`config.mk`:
```
export PLATFORM = sky130hd
export DESIGN_NAME = rr_arb8_enc
export DESIGN_NICKNAME = d
export VERILOG_FILES = /design/src/rtl/rr_arb8_enc_pkg.sv /design/src/rtl/rr_arb8_enc_pick8.sv /design/src/rtl/rr_arb8_enc.sv
export SDC_FILE = /design/constraint.sdc
export NUM_CORES = 1
export LEC_CHECK = 0
export ABC_CLOCK_PERIOD_IN_PS = 4700
export BUFFER_PORTS_ARGS = -buffer_cell sky130_fd_sc_hd__buf_4
export CELL_PAD_IN_SITES_DETAIL_PLACEMENT = 0
export CELL_PAD_IN_SITES_GLOBAL_PLACEMENT = 1
export CORE_MARGIN = 2
export CORE_UTILIZATION = 49
export DETAILED_ROUTE_END_ITERATION = 10
export PLACE_DENSITY_LB_ADDON = 0.1
export SLEW_MARGIN = 5
export SYNTH_ARGS = -nofsm -noshare
export SYNTH_HDL_FRONTEND = slang
export SYNTH_SLANG_ARGS = --single-unit
```
`constraint.sdc`:
```
create_clock -name clk -period 4.7 [get_ports clk]
set_input_delay 0 -clock clk [delete_from_list [all_inputs] [get_ports clk]]
set_output_delay 0 -clock clk [all_outputs]
set_load 0.02 [all_outputs]
```
`src/rtl/rr_arb8_enc_pkg.sv`:
```
// Shared arbiter definitions: FSM state encoding and requester geometry.
package pkg_arb;

    localparam int N_REQ = 8;
    localparam int IDX_W = 3;

    typedef enum logic {
        IDLE  = 1'b0,
        GRANT = 1'b1
    } state_t;

endpackage

```
`src/rtl/rr_arb8_enc_pick8.sv`:
```
// Rotating-priority pick: the first set request at or after ptr, wrapping 7->0.
module rr_pick8
    import pkg_arb::*;
(
    input  logic [N_REQ-1:0] req,
    input  logic [IDX_W-1:0] ptr,
    output logic [IDX_W-1:0] winner,
    output logic             any
);

    logic [2*N_REQ-1:0] dbl;
    logic [N_REQ-1:0]   rot;
    logic [IDX_W-1:0]   off;

    // Rotate so ptr lands at bit 0, take the lowest set bit, then undo the rotation.
    always_comb begin
        dbl = {req, req} >> ptr;
        rot = dbl[N_REQ-1:0];
        off = '0;
        for (int i = N_REQ - 1; i >= 0; i--) begin
            if (rot[i]) begin
                off = IDX_W'(i);
            end
        end
        winner = ptr + off;
        any    = |req;
    end

endmodule

```
`src/rtl/rr_arb8_enc.sv`:
```
// 8-way round-robin arbiter with grant hold, timeout and encoded grant output.
module rr_arb8_enc
    import pkg_arb::*;
#(
    parameter int HOLD_MAX = 15
) (
    input  logic             clk,
    input  logic             rst,
    input  logic [N_REQ-1:0] req,
    input  logic             done,
    output logic [IDX_W-1:0] gnt_idx,
    output logic             gnt_en,
    output logic             tmo
);

    localparam logic [7:0] HOLD_LIM = 8'(HOLD_MAX);

    state_t           state, state_n;
    logic [IDX_W-1:0] ptr, ptr_n;
    logic [IDX_W-1:0] idx_n;
    logic [7:0]       cnt, cnt_n;
    logic             tmo_n;
    logic [IDX_W-1:0] win;
    logic             any;
    logic             rel_a, rel_b, rel_c;

    rr_pick8 u_pick (
        .req    (req),
        .ptr    (ptr),
        .winner (win),
        .any    (any)
    );

    // Next-state logic: arbitrate in IDLE, watch the release conditions in GRANT.
    always_comb begin
        state_n = state;
        ptr_n   = ptr;
        idx_n   = gnt_idx;
        cnt_n   = cnt;
        tmo_n   = 1'b0;
        rel_a   = done;
        rel_b   = ~req[gnt_idx];
        rel_c   = (HOLD_LIM != 8'd0) && (cnt == HOLD_LIM);
        case (state)
            IDLE: begin
                if (any) begin
                    idx_n   = win;
                    cnt_n   = 8'd1;
                    state_n = GRANT;
                end
            end
            GRANT: begin
                if (rel_a || rel_b || rel_c) begin
                    // Move priority past the holder so it cannot starve others.
                    ptr_n   = gnt_idx + 3'd1;
                    state_n = IDLE;
                    tmo_n   = rel_c && !rel_a && !rel_b;
                end else if (cnt != 8'hFF) begin
                    cnt_n = cnt + 8'd1;
                end
            end
            default: state_n = IDLE;
        endcase
    end

    // State and output registers; reset wins over any grant in progress.
    always_ff @(posedge clk) begin
        if (rst) begin
            state   <= IDLE;
            ptr     <= '0;
            cnt     <= '0;
            gnt_idx <= '0;
            tmo     <= 1'b0;
        end else begin
            state   <= state_n;
            ptr     <= ptr_n;
            cnt     <= cnt_n;
            gnt_idx <= idx_n;
            tmo     <= tmo_n;
        end
    end

    // The enable is the registered GRANT state itself.
    assign gnt_en = (state == GRANT);

endmodule
```
# Word-level counts from Yosys, hierarchy flattened

Index checks and enable logic that the tools add are counted.

Input port bits: 11
Output and inout bits: 5
Flip-flop bits (word level): 16
Word-level logic and storage cells: 45

$lt $le $gt $ge: 1
Equality and inequality tests: 5
Add/sub/neg operators: 3
Bitwise logic cells: 3
Reductions and logical operators: 10
Muxes and demuxes: 17
Shift operators: 1

Operator list:

| cell                  | count |
|---|---|
| $mux W3               | 8 |
| $mux W8               | 3 |
| $pmux W8 S2           | 1 |
| $shr A16 B3 Y8        | 1 |
| $add A8 B1 Y8 const B | 1 |
| $eq A8 B4 Y1 const B  | 1 |
| $ne A8 B8 Y1 const B  | 1 |
| $reduce_or A8 Y1      | 1 |
| $lt A3 B4 Y1 const B  | 1 |
| $ne A2 B2 Y1 const B  | 2 |
| $reduce_and A2 Y1     | 2 |
| $add A3 B1 Y3 const B | 1 |
| $add A3 B3 Y3         | 1 |
| $bmux W1 S3           | 1 |
| $mux W1               | 3 |
| $not A1 Y1            | 3 |
| $reduce_and A3 Y1     | 1 |
| $reduce_or A3 Y1      | 1 |
| $logic_and A1 B1 Y1   | 2 |
| $logic_or A1 B1 Y1    | 2 |
| $ne A2 B1 Y1 const B  | 1 |
| $pmux W1 S2           | 1 |
| $logic_not A1 Y1      | 1 |

# Logic depth before layout (Yosys ltp)

Depth in word-level cells: 10
Depth in mapped cells: 14

# Modules after synthesis

From an unflattened synthesis, not the netlist that was laid out.

Cells, all modules: 150
Area, all modules: 1408.9 um^2

Modules (own cells, without submodules):

| module      | cells an instance | times used | area each (um^2) | sequential area each (um^2) |
|---|---|---|---|---|
| rr_arb8_enc | 100               | 1          | 889.6            | 320.3 |
| rr_pick8    | 50                | 1          | 519.2            | 0.0 |

# Worst setup path after synthesis

No wires, ideal clock.

Kind: register to register
Start point: reg ptr[0]
End point: reg gnt_idx[2]
Data arrival time: 2995 ps
Required time: 4564 ps
Slack: 1569 ps
Stages on the path, launching flop included: 14
Cells stage by stage: dfxtp_1 clkbuf_1 mux4_1 nor2b_1 nor3_1 a21oi_1 o31ai_1 ha_1 inv_1 fa_1 xnor2_1 nand2_1 a2111oi_0 a211oi_1

Longest elaborated chain between the ends: 10

RTL lines:

| element                  | RTL line                | source |
|---|---|---|
| start: declaration       | rr_arb8_enc.sv:19       | `logic [IDX_W-1:0] ptr, ptr_n;` |
| start signal: assignment | rr_arb8_enc.sv:76       | `ptr <= ptr_n;` |
| $shr A16 B3 Y8           | rr_arb8_enc_pick8.sv:17 | `dbl = {req, req} >> ptr;` |
| $mux W3 (8 in series)    | rr_arb8_enc_pick8.sv:21 | `if (rot[i]) begin` |
| $add A3 B3 Y3 *          | rr_arb8_enc_pick8.sv:25 | `winner = ptr + off;` |
| end signal: assignment   | rr_arb8_enc.sv:78       | `gnt_idx <= idx_n;` |
| end: declaration         | rr_arb8_enc.sv:11       | `output logic [IDX_W-1:0] gnt_idx,` |

Every way passes the cells marked *; elsewhere a longest branch is shown, timed or not.
A chain may end at the register's enable or synchronous reset.

# Worst setup path after layout

Same ends and word-level chain as after synthesis.

==> key figures <==
Die
  – Row count: 20
  – IO Count: 16
  – Initial Util: 51.2%
  – Die H: between 60 and 70 µm
  – Die Width: 60.2 µm
  – Die area: around 0.0036 mm²
  – Core region area: 0.00303 mm²

Min path
  – Worst hold endpoint: gnt_idx[1]
  – Worst min path class: in2reg
  – Hold path depth: 5
  – Hold Startpoint: req[3]

Clock network
  – CTS resizes: 0
  – Worst-case clock buffer depth: 2
  – Clk_lat worst skew: between 0.2 and 0.3 ns
  – CTS Buf Count: 3
  – Postcts setup bufs: 0
  – CTS tree: yes
  – CTS root buf: clkbuf_4
  – Clk sinks: 16
  – Clk pin slew, worst setup/hold paths: approximately 0.090 ns
  – H-tree depth: 1

Run
  – # Max-Cap Violations: 0

STA
  – Final worst-path cycle share: about 76%
  – Fin crit period: roughly 3.6 ns
  – Slew margin rel.: a little under half
  – Worst Tran Pin Value: between 0.7 and 0.8 ns
  – Hold Fails Final Rpt: 0
  – Final setup vio count: 0
  – Setup ws final: 1.12 ns
  – Slew Limit Fails: 0
  – Max Clk Rate: around 280 MHz
  – Clk_skew: between 0.004 and 0.005 ns
  – RSZ-0062 raised after global routing: no
  – Setup TNS: 0 ns

Worst setup path
  – R2r startpoint: ptr[0]
  – Worst Setup Path Type: reg2reg
  – R2R setup slack: 1.12 ns
  – Max stage delay on crit path: just under 0.8 ns
  – Setup crit start kind: flop
  – Crit. End Element: flop
  – Crit-path max FO: 16
  – Slowest cell on crit path: dfxtp_1
  – Worst EP arrival: between 3 and 4 ns
  – Cell depth of the worst flop-to-flop path: 12
  – Crit path cell chain: mux4_1 -> nor2b_1 -> nor3_1 -> a21oi_1 -> o31ai_1 -> ha_1 -> inv_1 -> fa_1 -> xnor2_1 -> nand2_1 -> a2111oi_0 -> a211oi_1
  – CP required: ~4.9 ns
  – RR Endpoint: gnt_idx[2]

Global route
  – Total GRT Usage: 23.6%
  – GRT busiest layer: met1
  – Met2 Track Usage GR: 32.9%
  – GR Overflow Total: 0
  – Initial antenna violation count: 0
  – First-pass GRT wire length: 6400 µm
  – Largest net degree at the start of global routing: 17
  – Met3 GRT Util: under 10%
  – Met1 Track Usage GR: a little under two fifths
  – Vias in the first global route: between 1,000 and 1,500

Layout
  – Final Net Count: 190
  – Ant diodes: 0
  – Area Overhead vs Synth: 10.8%
  – Layout cells sized above 1: between 10% and 20%

Synthesis
  – Largest family of logic cells by synthesized area: multiplexers
  – #FFs+latches synth: 16
  – Post-Synth Adder-Cell Area: 3.71%
  – Post-synthesis mux area share: approximately a third
  – EDFF count, synth: 0
  – Sequential fraction of the synthesis area: around a fifth
  – Top cells by area, synth: dfxtp_1 21%, mux4_1 14%, mux4_2 12%
  – Compound-Gate Fraction of Synth Area: ~17%
  – Mapped Avg Cell Area: 9.40 µm²
  – Post-Synth XOR/XNOR Area: around 1.1%
  – Synth cell types: 43
  – Synthesized Nets: between 150 and 200
  – Yosys warnings: 0
  – Post-Synth Simple-Gate Area: 17.8%
  – Ys flop type: dfxtp_1
  – Share of the synthesized area in the top cell type: about a fifth
  – Mapped Cells: 165
  – Asr flop ratio synth: 0%
  – Synth Cell Area: roughly 0.0016 mm²
  – Yosys top cell by area: dfxtp_1

Pwr
  – Power per Cell Area: ~270 mW/mm²
  – Comb power frac: 41.4%
  – NetSw: between 0.15 and 0.2 mW
  – Sw Ratio: between 30% and 40%
  – Leakage power: around 0.70 nW
  – Clock power share: 19.8%
  – Part of the power in registers: 38.8%
  – Internal Power: 0.292 mW
  – Worst VDD drop: around 0.13 mV

Detailed routing
  – Drt first-iter violations: a little under 60
  – Via Count: ~1,400
  – Total wire length: ~3800 µm
  – Drc violations: 0
  – Vias per Instance: roughly 6.4
  – DR pass1 iterations: 4
  – DRT antenna net count: 0
  – Routed wire per std cell: about 17 µm

Status
  – Outcome: finished, final reports clean

Placement
  – Final GP Congestion: between 0.8 and 0.9
  – Pre-CTS WS: about 1.1 ns
  – IO buf count: 15
  – Detail Placement HPWL: approximately 2800 µm
==> worst max path at each step <==
stage                     slack [ns]   start  cells past startpoint    endpoint
after floorplan                 1.57  ptr[0]                     13  gnt_idx[2]
after global placement          1.24  ptr[0]                     12  gnt_idx[2]
after detailed placement        1.15  ptr[0]                     12  gnt_idx[2]
after CTS                       1.12  ptr[0]                     12  gnt_idx[2]
after global routing            0.84  ptr[0]                     12  gnt_idx[2]
final                           1.12  ptr[0]                     12  gnt_idx[2]
==> logic make-up (layout without fill, tap and decap cells) <==
logic type,Yosys count,count (layout)
xor+xnor,2,2
mux,28,28
fa+ha+maj,4,4
flops,16,16
compound gates,38,38
buf+inv,22,31
simple gates,55,55
==> critical path: cells and delay by family (launching register included) <==
family / cells / cell delay, ns
DFF: 1 / 0.78
AOI/OAI and AO/OA: 4 / 0.78
and+or+nand+nor: 3 / 0.45
xor gates and xnor gates: 1 / 0.20
adders and majority gates: 2 / 0.55
muxes: 1 / 0.66
buffers and inverters: 1 / 0.05
==> timing repair <==
item,4_1_cts,5_1_grt
hold endpoints to repair,9,0
setup endpoints to repair,0,0
hold buffers,2,0
==> cell usage after synthesis, drive strengths merged (4+ instances only) <==
library cell,instances
nor2,17
dfxtp,16
mux4,16
a21oi,11
mux2i,10
inv,9
nand2,9
a211oi,7
clkbuf,7
buf,6
nand3,6
and3,4
nor2b,4
or3,4
==> metal layers <==
metal	share of wire [%]	vias up
met5	0	-
met4	0.24	0
met3	5.4	2
met2	44	50
met1	50	677
li1	-	666
==> power by group through the flow <==
stage | logic [mW] | registers [mW] | clock network, mW
finish | 0.191 | 0.179 | 0.0914
global placement | 0.184 | 0.180 | 0
floorplan | 0.151 | 0.167 | 0
detailed placement | 0.188 | 0.181 | 0
CTS | 0.190 | 0.178 | 0.0964
global route | 0.209 | 0.182 | 0.103
==> cell usage in the layout (no fill, tap or decap), drive strengths merged, types with 3 or more instances in the layout <==
cell type   n
nand3       6
nand2       9
ha          3
inv         9
nor2       17
or3         4
and3        4
a211oi      7
clkbuf      4
mux2i      10
dfxtp      16
mux4       16
a21oi      11
o31ai       3
nor2b       4
buf        16
==> flip-flops by register name (all words and copies together), names as in the netlist <==
signal,flops
cnt,8
gnt_idx,3
ptr,3
gnt_en,1
tmo,1
==> stage by stage <==
| step | cells | power (mW) | cell area, µm² | utilization, % | hold WS, ns |
|---|---|---|---|---|---|
| 2_1_floorplan | 165 | 0.318 | 1550 | - | 0.0777 |
| 3_3_place_gp | 212 | 0.365 | 1660 | 54.9 | 0.191 |
| 3_5_place_dp | 212 | 0.369 | 1660 | 54.9 | 0.187 |
| 4_1_cts | 218 | 0.464 | 1720 | 56.7 | 0.375 |
| 5_1_grt | 218 | 0.495 | 1720 | 56.7 | 0.427 |
| 6_report | 218 | 0.461 | 1720 | 56.7 | 0.393 |
==> final cells by class <==
type	count	area (µm²)
Multi-Input combinational cell	127	1130
Inverter	9	38.8
Tap cell	44	55.1
Timing Repair Buffer	18	140
Sequential cell	16	320
Clock buffer	4	36.3
Fill cell	280	1310
Note: power is estimated with default switching activity, not from simulation.
